<file path="src/rtl/counter_sched_pkg.sv">
// Shared command and FSM state encodings for the counter scheduler.
package counter_sched_pkg;

  typedef enum logic [1:0] {
    CMD_NOP   = 2'd0,
    CMD_START = 2'd1,
    CMD_STOP  = 2'd2,
    CMD_CLEAR = 2'd3
  } cmd_e;

  typedef enum logic [1:0] {
    S_IDLE,
    S_RUN,
    S_PAUSE,
    S_CLR
  } state_e;

endpackage

</file>
<file path="src/rtl/counter_sched_rr_arbiter.sv">
// Combinational round-robin picker: lowest requesting index at or after ptr, modulo N.
module rr_arbiter #(
  parameter  int N  = 2,
  localparam int IW = (N > 1) ? $clog2(N) : 1
) (
  input  logic [N-1:0]  req,
  input  logic [IW-1:0] ptr,
  output logic [IW-1:0] grant_idx,
  output logic          grant_valid
);

  logic [IW-1:0] idx;

  always_comb begin
    // NOTE: every combinational output gets a default first so no latch is inferred.
    grant_valid = 1'b0;
    grant_idx   = '0;
    idx         = '0;
    // Scan from the farthest offset back towards ptr so the nearest request wins.
    for (int k = N - 1; k >= 0; k--) begin
      idx = IW'((32'(ptr) + 32'(k)) % 32'(N));
      if (req[idx]) begin
        grant_valid = 1'b1;
        grant_idx   = idx;
      end
    end
  end

endmodule

</file>
<file path="src/rtl/counter_sched.sv">
// Command FSM, per-channel wrap-around counter bank and round-robin wrap-event port.
module counter_sched
  import counter_sched_pkg::*;
#(
  parameter  int NUM_CH    = 2,
  parameter  int WIDTH     = 4,
  parameter  int DEF_LIMIT = 10,
  localparam int CH_W      = (NUM_CH > 1) ? $clog2(NUM_CH) : 1
) (
  input  logic                    clk,
  input  logic                    rst,
  input  logic                    cfg_we,
  input  logic [CH_W-1:0]         cfg_ch,
  input  logic [WIDTH-1:0]        cfg_limit,
  input  logic                    cfg_en,
  output logic                    cfg_err,
  input  logic                    cmd_valid,
  input  logic [1:0]              cmd,
  output logic                    cmd_ready,
  output logic [NUM_CH*WIDTH-1:0] cnt_value,
  output logic                    running,
  output logic                    evt_valid,
  output logic [CH_W-1:0]         evt_ch,
  input  logic                    evt_ready,
  output logic [NUM_CH-1:0]       evt_ovf
);

  state_e            state_q, state_d;
  logic [WIDTH-1:0]  cnt_q   [NUM_CH];
  logic [WIDTH-1:0]  cnt_d   [NUM_CH];
  logic [WIDTH-1:0]  limit_q [NUM_CH];
  logic [WIDTH-1:0]  limit_d [NUM_CH];
  logic [NUM_CH-1:0] en_q, en_d, pending_q, pending_d, ovf_q, ovf_d, wrap;
  logic [CH_W-1:0]   evt_ch_q, evt_ch_d, ptr_q, ptr_d, grant_idx;
  logic              evt_valid_q, evt_valid_d, cfg_err_q, cfg_err_d, running_q, running_d;
  logic              grant_valid, cmd_fire, clr_now, run, out_free, cfg_ok, take;
  cmd_e              cmd_in;

  rr_arbiter #(.N(NUM_CH)) u_arb (
    .req         (pending_q),
    .ptr         (ptr_q),
    .grant_idx   (grant_idx),
    .grant_valid (grant_valid)
  );

  assign cmd_ready = (state_q != S_CLR);
  assign running   = running_q;
  assign evt_valid = evt_valid_q;
  assign evt_ch    = evt_ch_q;
  assign evt_ovf   = ovf_q;
  assign cfg_err   = cfg_err_q;

  always_comb begin
    cmd_in   = cmd_e'(cmd);
    cmd_fire = cmd_valid && cmd_ready;
    run      = (state_q == S_RUN);
    // Clearing acts on the accepting edge and again while sitting in CLR.
    clr_now  = (cmd_fire && cmd_in == CMD_CLEAR) || (state_q == S_CLR);

    state_d = state_q;
    if (state_q == S_CLR) begin
      state_d = S_IDLE;
    end else if (cmd_fire) begin
      unique case (cmd_in)
        CMD_START: state_d = S_RUN;
        CMD_STOP:  if (state_q == S_RUN) state_d = S_PAUSE;
        CMD_CLEAR: state_d = S_CLR;
        default:   ;
      endcase
    end
    running_d = (state_d == S_RUN);

    for (int i = 0; i < NUM_CH; i++) begin
      cnt_d[i] = cnt_q[i];
      wrap[i]  = 1'b0;
      if (run && en_q[i]) begin
        if (cnt_q[i] >= limit_q[i]) begin
          cnt_d[i] = '0;
          wrap[i]  = 1'b1;
        end else begin
          cnt_d[i] = cnt_q[i] + 1'b1;
        end
      end
      if (clr_now) cnt_d[i] = '0;
    end

    limit_d   = limit_q;
    en_d      = en_q;
    cfg_ok    = 32'(cfg_ch) < 32'(NUM_CH);
    cfg_err_d = cfg_we && (run || !cfg_ok);
    if (cfg_we && !run && cfg_ok) begin
      limit_d[cfg_ch] = cfg_limit;
      en_d[cfg_ch]    = cfg_en;
    end

    evt_valid_d = evt_valid_q;
    evt_ch_d    = evt_ch_q;
    ptr_d       = ptr_q;
    pending_d   = pending_q;
    ovf_d       = ovf_q;
    out_free    = !evt_valid_q || evt_ready;
    take        = out_free && grant_valid;
    if (out_free) evt_valid_d = grant_valid;
    if (take) begin
      evt_ch_d             = grant_idx;
      ptr_d                = CH_W'((32'(grant_idx) + 32'd1) % 32'(NUM_CH));
      pending_d[grant_idx] = 1'b0;
    end
    // A wrap landing on a bit granted this cycle re-arms it instead of overflowing.
    for (int i = 0; i < NUM_CH; i++) begin
      if (wrap[i]) begin
        if (pending_d[i]) ovf_d[i] = 1'b1;
        pending_d[i] = 1'b1;
      end
    end
    if (clr_now) begin
      pending_d   = '0;
      ovf_d       = '0;
      evt_valid_d = 1'b0;
    end

    for (int i = 0; i < NUM_CH; i++) cnt_value[i*WIDTH +: WIDTH] = cnt_q[i];
  end

  always_ff @(posedge clk or negedge rst) begin
    if (!rst) begin
      state_q     <= S_IDLE;
      running_q   <= 1'b0;
      en_q        <= '1;
      pending_q   <= '0;
      ovf_q       <= '0;
      evt_valid_q <= 1'b0;
      evt_ch_q    <= '0;
      ptr_q       <= '0;
      cfg_err_q   <= 1'b0;
      // NOTE: counters and limits are small flop arrays, not RAM, so they take a reset value.
      for (int i = 0; i < NUM_CH; i++) begin
        cnt_q[i]   <= '0;
        limit_q[i] <= WIDTH'(DEF_LIMIT);
      end
    end else begin
      // NOTE: state updates use non-blocking assignment so every register samples pre-edge values.
      state_q     <= state_d;
      running_q   <= running_d;
      en_q        <= en_d;
      pending_q   <= pending_d;
      ovf_q       <= ovf_d;
      evt_valid_q <= evt_valid_d;
      evt_ch_q    <= evt_ch_d;
      ptr_q       <= ptr_d;
      cfg_err_q   <= cfg_err_d;
      cnt_q       <= cnt_d;
      limit_q     <= limit_d;
    end
  end

endmodule
</file>
<file path="config.mk">
export PLATFORM = sky130hd
export DESIGN_NAME = counter_sched
export DESIGN_NICKNAME = d
export VERILOG_FILES = /design/src/rtl/counter_sched_pkg.sv /design/src/rtl/counter_sched_rr_arbiter.sv /design/src/rtl/counter_sched.sv
export SDC_FILE = /design/constraint.sdc
export NUM_CORES = 1
export LEC_CHECK = 0
export BUFFER_PORTS_ARGS = -buffer_cell sky130_fd_sc_hd__buf_2
export CORE_MARGIN = 8
export CORE_UTILIZATION = 52
export CTS_BUF_LIST = sky130_fd_sc_hd__clkbuf_4 sky130_fd_sc_hd__clkbuf_8
export DETAILED_ROUTE_END_ITERATION = 12
export PLACE_DENSITY = 0.78
export SYNTH_ARGS = -nofsm -noshare
export SYNTH_HDL_FRONTEND = slang
export SYNTH_SLANG_ARGS = --single-unit
</file>
<file path="constraint.sdc">
create_clock -name clk -period 1.7 [get_ports clk]
set_clock_uncertainty 0.15 [all_clocks]
set_input_delay 0.085 -clock clk [delete_from_list [all_inputs] [get_ports clk]]
set_output_delay 0.085 -clock clk [all_outputs]
set_load 0.03 [all_outputs]
</file>
## After elaboration in Yosys (flattened, before gate mapping)

Index checks and enable logic that the tools add are counted.

| operators by class | value |
|---|---|
| divide/modulo/power cells | 0 |
| reductions and logical operators | 23 |
| $add $sub $neg | 4 |
| eq/ne operators | 7 |
| shifts and indexed selects | 0 |
| multiplexer cells | 41 |
| multiply operators | 0 |
| bitwise operators | 3 |
| order comparisons | 10 |

Operators by type and width:

| operator | count |
|---|---|
| 4-bit 2-to-1 mux | 7 |
| 1-bit 2-to-1 mux | 22 |
| 2-bit nonzero test | 7 |
| 2-bit 2-to-1 mux | 6 |
| 1-bit logical AND | 10 |
| 4-bit by 1-bit adder with 4-bit output (second input constant) | 2 |
| 8-bit bitwise mux | 1 |
| 4-bit >= comparator | 2 |
| 1-bit by 2-bit less-than comparator with 1-bit output (second input constant) | 4 |
| 2-bit by 1-bit == test with 1-bit output (second input constant) | 3 |
| 2-bit == test (second input constant) | 3 |
| 2-bit one-hot mux with 3 select lines | 1 |
| 4-bit demux with 1-bit select | 1 |
| 2-bit AND reduction | 2 |
| 1-bit adder (second input constant) | 2 |
| 2-bit bitwise AND | 1 |
| 2-bit bitwise mux | 1 |
| 1-bit demux with 1-bit select | 2 |
| 1-bit >= comparator (second input constant) | 2 |
| 2-bit >= comparator (second input constant) | 1 |
| 1-bit logical NOT | 2 |
| 1-bit logical OR | 2 |
| 2-bit by 1-bit less-than comparator with 1-bit output (second input constant) | 1 |
| 2-bit != test (second input constant) | 1 |
| other kinds (2) | 2 |

| storage, ports and cells | value |
|---|---|
| input bits | 13 |
| logic and storage cells | 102 |
| ROM bits | 0 |
| latch bits | 0 |
| output and inout bits | 15 |
| memories kept | 0 |
| register bits after elaboration | 29 |
| memory bits (writable) | 0 |

## Longest topological paths before layout

| logic depth | value |
|---|---|
| depth after elaboration | 15 |
| mapped depth | 6 |
| gate-level depth less buffers | 6 |

## By module

From an unflattened synthesis, not the netlist that was laid out.

| unflattened totals | value |
|---|---|
| cells, all modules | 151 |
| area, all modules | 1582.8 µm² |

By module, submodules not included:

| module | seq. area each (µm²) | cells an instance | instances | area an instance (µm²) |
|---|---|---|---|---|
| counter_sched | 733.2 | 148 | 1 | 1565.3 |
| rr_arbiter | 0.0 | 3 | 1 | 17.5 |

## Least setup slack after synthesis

OpenSTA, ideal clock, no wires.

| timing | value |
|---|---|
| path kind | flip-flop to flip-flop |
| from | register cnt_q (netlist bit cnt_value[0]) |
| to | register cnt_q (netlist bit cnt_value[3]) |
| arrival | 1.814 ns |
| setup time | 0.082 ns |
| stages on the path, launching flop included | 7 |
| path slack | -0.346 ns |
| period minus slack after synthesis | 2.046 ns |
| cells stage by stage | dfrtp_1 -> inv_1 -> ha_1 -> nand2b_4 -> a2111oi_4 -> o211ai_1 -> a31oi_1 |

| between the ends | value |
|---|---|
| word-level cells in the longest chain between the ends | 4 |
| elaborated cells between the ends (all ways) | 5 |
| those cells by class | add/sub: 1; order compare: 1; mux: 3 |

RTL lines:

| element | line | source |
|---|---|---|
| from (decl) | counter_sched.sv:29 | `logic [WIDTH-1:0] cnt_q [NUM_CH];` |
| from (signal assigned) | counter_sched.sv:152 | `cnt_q <= cnt_d;` |
| 4-bit by 1-bit adder with 4-bit output / 4-bit >= comparator (equally long branches) | counter_sched.sv:81, counter_sched.sv:77 |  |
| 4-bit 2-to-1 mux * | counter_sched.sv:77 | `if (cnt_q[i] >= limit_q[i]) begin` |
| 4-bit 2-to-1 mux * | counter_sched.sv:76 | `if (run && en_q[i]) begin` |
| 4-bit 2-to-1 mux * | counter_sched.sv:84 | `if (clr_now) cnt_d[i] = '0;` |

Mark *: on every way between the ends. The rest lies on a longest branch, timed or not. The select of a mux whose other input is x is not followed.
A chain may end at the register's enable or synchronous reset.

## Worst setup path in the final report

| timing | value |
|---|---|
| from | register limit_q[5] (netlist bit) |
| to | register ovf_q[0], in the netlist evt_ovf[0] |

| between the ends | value |
|---|---|
| word-level cells in the longest chain between the ends | 5 |

RTL lines:

| element | line | source |
|---|---|---|
| from (decl) | counter_sched.sv:31 | `logic [WIDTH-1:0] limit_q [NUM_CH];` |
| from (signal, indexed assignment) | counter_sched.sv:139 | `limit_q[i] <= WIDTH'(DEF_LIMIT);` |
| from (signal assigned) | counter_sched.sv:153 | `limit_q <= limit_d;` |
| 4-bit >= comparator | counter_sched.sv:77 |  |
| 1-bit 2-to-1 mux | counter_sched.sv:77 |  |
| 1-bit 2-to-1 mux | counter_sched.sv:76 |  |
| 2-bit nonzero test (no line) | -- |  |
| 2-bit AND reduction (no line) | -- |  |
| to (signal assigned) | counter_sched.sv:147 | `ovf_q <= ovf_d;` |
| to (decl) | counter_sched.sv:33 | `logic [NUM_CH-1:0] en_q, en_d, pending_q, pending_d, ovf_q, ovf_d, wrap;` |

No other way between the ends.

==> parameters.txt <==
Parameter                              Value

Status
  Outcome ... complete, but fails checks
  Failing checks ... setup timing

Hold path
  Worst min path class ... in -> reg
  Hold path startpoint ... cmd[0]
  Min-Delay Path Depth ... 3
  Worst-case hold path end point ... state_q[0]

Die
  Num rows ... 20
  Starting density of the core ... 0.531
  Width of the chip ... 70.9 um
  Die Outline Area ... 0.00503 mm2
  Standard cell core area ... 0.00295 mm2
  Overall die height ... 70.9 um
  I/O pin count ... 28

Worst setup path
  CP startpoint kind ... flip-flop
  Worst-case register-to-register setup slack ... -190 ps
  Cells on worst reg2reg path ... 6
  Reg-to-reg endpoint ... evt_ovf[0]
  Highest cell delay on the worst timing path ... 540 ps
  Worst-path cell with the longest stage delay ... sky130_fd_sc_hd__dfstp_2
  WS Path Type ... reg -> reg
  Cells traversed along the worst timing path ... inv_2, ha_4, a2111oi_4, buf_4, or3_4, o31ai_2
  Crit end category ... flip-flop
  Peak fanout along the critical path ... 7
  Reg2Reg Launch Point ... limit_q[5]
  CP Data Arrival Time ... 1980 ps
  Critical Path RT ... 1800 ps

Placement
  DP Cell Count ... 214
  I/O Buffers ... 27
  Detailed placer's ending HPWL ... 2800 um
  Global placement routability congestion ... 0.857

Job
  MaxCap Viol Count ... 0

Yosys
  Most used flip-flop cell after synthesis ... sky130_fd_sc_hd__dfrtp_1
  Proportion of synthesized chip area in sequential cells ... 0.468
  Leading post-synthesis cells by instance count ... sky130_fd_sc_hd__dfrtp_1 (23), sky130_fd_sc_hd__nand2_1 (15), sky130_fd_sc_hd__o21ai_0 (12), sky130_fd_sc_hd__inv_1 (11)
  Syn. warnings ... 0
  Proportion of synthesized flip-flops having asynchronous set or reset ... 1.00
  Dominant cell by count in the synthesized netlist ... sky130_fd_sc_hd__dfrtp_1
  Unique masters post-synth ... 37
  Number of instances in the synthesized netlist ... 143
  Library cell occupying the most area in the post-synthesis netlist ... sky130_fd_sc_hd__dfrtp_1
  Number of flops mapped to enable cells by yosys ... 0
  Cell area after synthesis ... 0.00157 mm2
  Post-synth net total ... 166
  Mean post-synth cell area ... 11.0 um2
  Top area cells in the synthesized netlist ... sky130_fd_sc_hd__dfrtp_1 (37%), sky130_fd_sc_hd__dfstp_2 (10%), sky130_fd_sc_hd__ha_1 (8.0%)
  Register bit count reported by yosys ... 29
  Area share of the largest cell type after synthesis ... 0.367

Timing
  Highest clock rate ... 0.530 GHz
  Hold Violations, Final ... 0
  Max Transition Viols Final ... 0
  RSZ-0062 raised after global routing ... yes
  Worst slew margin ... 0.573
  Setup violators final ... 12
  Post-route minimum period ... 1890 ps
  Min setup slack post-route ... -187 ps
  Fin crit share ... 1.11
  Worst slew pin tran ... 640 ps

Drt
  Via count ... 1296
  Detailed-router iteration count before antenna repair ... 4
  Via density ... 5.51
  DRC violation count after routing ... 0
  Antenna violation net count after detailed routing ... 0
  Routed Wire Length ... 3790 um
  Iteration-0 DRC Markers ... 55
  Routed wirelength normalized by instance count ... 16.1 um

Clock network
  Total number of clock tree sinks ... 29
  Number of buffers created by CTS ... 5
  Maximum clock insertion buffer count ... 2
  Total number of H-tree levels ... 2
  Clock slew at the register clock pins of the worst setup and hold paths ... 90 ps
  TritonCTS clock tree ... built
  Root Buffer Master ... sky130_fd_sc_hd__clkbuf_4
  Clock network latency to the later pin of the worst-skew pair ... 330 ps

GRT
  Antenna violations before repair ... 0
  Via count of the first global-routing pass ... 1349
  Pin count of the biggest net entering global routing ... 30
  Residual overflow from global routing ... 0
  GRT Resource Usage Total ... 0.159
  Wire length of the first global-routing pass ... 6280 um

Final layout
  Fraction of layout cells with a size suffix above 1 ... 0.525
  Non-filler cells, final ... 235
  Final antenna diode count ... 0
  Area Overhead vs Synth ... 37.7%
  Number of nets in the final layout ... 224
  Layout filler cell count ... 204
  Final cell utilization of the core ... 0.731

Pwr
  Leakage Power ... 0.000969 uW
  Power density over the cells ... 1730 mW/mm2
  Maximum ir drop on the vdd rail ... 0.00110 V
[where the power goes]
group,leakage [uW],switching (uW),internal [uW]
logic,0.000583,1090,1020
registers,0.000350,228,994
clock network,0.0000354,236,173
[final cells by class]
class / instances / area, um2 / share of cell area
clock buffers: 6 / 45.0 / 0.0209
flip-flops and latches: 29 / 741 / 0.343
multi-input cells: 101 / 923 / 0.428
repair buffers: 53 / 358 / 0.166
well taps: 33 / 41.3 / 0.0191
clock inverters: 2 / 10.0 / 0.00463
inverters: 11 / 41.3 / 0.0191
[cells in the final DEF, fill, tap and decap left out, drive strengths merged, types with 3 or more instances in the layout]
cell,Yosys,final
buf,2,42
and2,4,4
mux2,10,10
dfstp,6,6
nor2,6,6
nand2b,4,4
nand3,3,3
o211ai,4,4
inv,11,11
dlygate4sd3,0,11
a31oi,3,3
a21oi,8,8
nand2,15,15
or3,3,3
dfrtp,23,23
o21ai,13,13
ha,10,10
clkbuf,0,6
[stage by stage]
stage	area (um2)	total power, uW	hold WS, ps	setup slack, ps	setup TNS, ps
after floorplan	1640	2510	-361	-112	-874
after global placement	1900	2960	-15.7	-115	-752
after detailed placement	1900	3060	-3.62	-169	-1270
after CTS	2130	3690	1.19	-145	-1270
after global routing	2160	3990	10.2	-238	-2030
final	2160	3730	13.0	-187	-1170
[cell families after synthesis]
| logic type | after synthesis | synth area share |
|---|---|---|
| flip-flops | 29 | 0.468 |
| XOR/XNOR | 2 | 0.0112 |
| AO/OA/AOI/OAI | 37 | 0.179 |
| multiplexers | 10 | 0.0718 |
| buffers and inverters | 13 | 0.0367 |
| adder cells (fa/ha/maj) | 10 | 0.0798 |
| AND/OR/NAND/NOR | 42 | 0.154 |
[per-layer routing]
layer  vias to the layer above  global-route usage  wire length [um]
met5                         -                   0                 0
met4                         0              0.0624                84
met3                         9              0.0636               192
met2                        28               0.273              1960
met1                       627               0.170              1550
li1                        632                   -                 -
[how the worst max path moves through the flow]
stage / from / end
floorplan: cnt_value[0] / evt_ovf[0]
global placement: limit_q[5] / evt_ovf[0]
detailed placement: limit_q[5] / cnt_value[3]
CTS: limit_q[5] / evt_ovf[0]
global route: limit_q[5] / evt_ovf[0]
finish: limit_q[5] / evt_ovf[0]
[worst max-delay path, delay by kind of cell (launching register included)]
family / cells / cell delay, ps
AOI/OAI and AO/OA: 2 / 260
adders and majority gates: 1 / 260
buffers and inverters: 2 / 200
DFF: 1 / 540
and+or+nand+nor: 1 / 390
[repair_timing]
action,in CTS,in global routing
hold buffers,11,0
gates resized for setup,11,6
pin swaps,12,6
hold endpoints to repair,39,0
buffers inserted,2,1
setup endpoints to repair,12,12
[sequential cells by signal, indices dropped and copies added, names as in the netlist]
name and cells:
cfg_err 1, evt_ch 1, evt_valid 1, limit_q 8, pending_q 2, evt_ovf 2
en_q 2, running 1, state_q 2, ptr_q 1, cnt_value 8
Power figures use the tool's default switching activity.
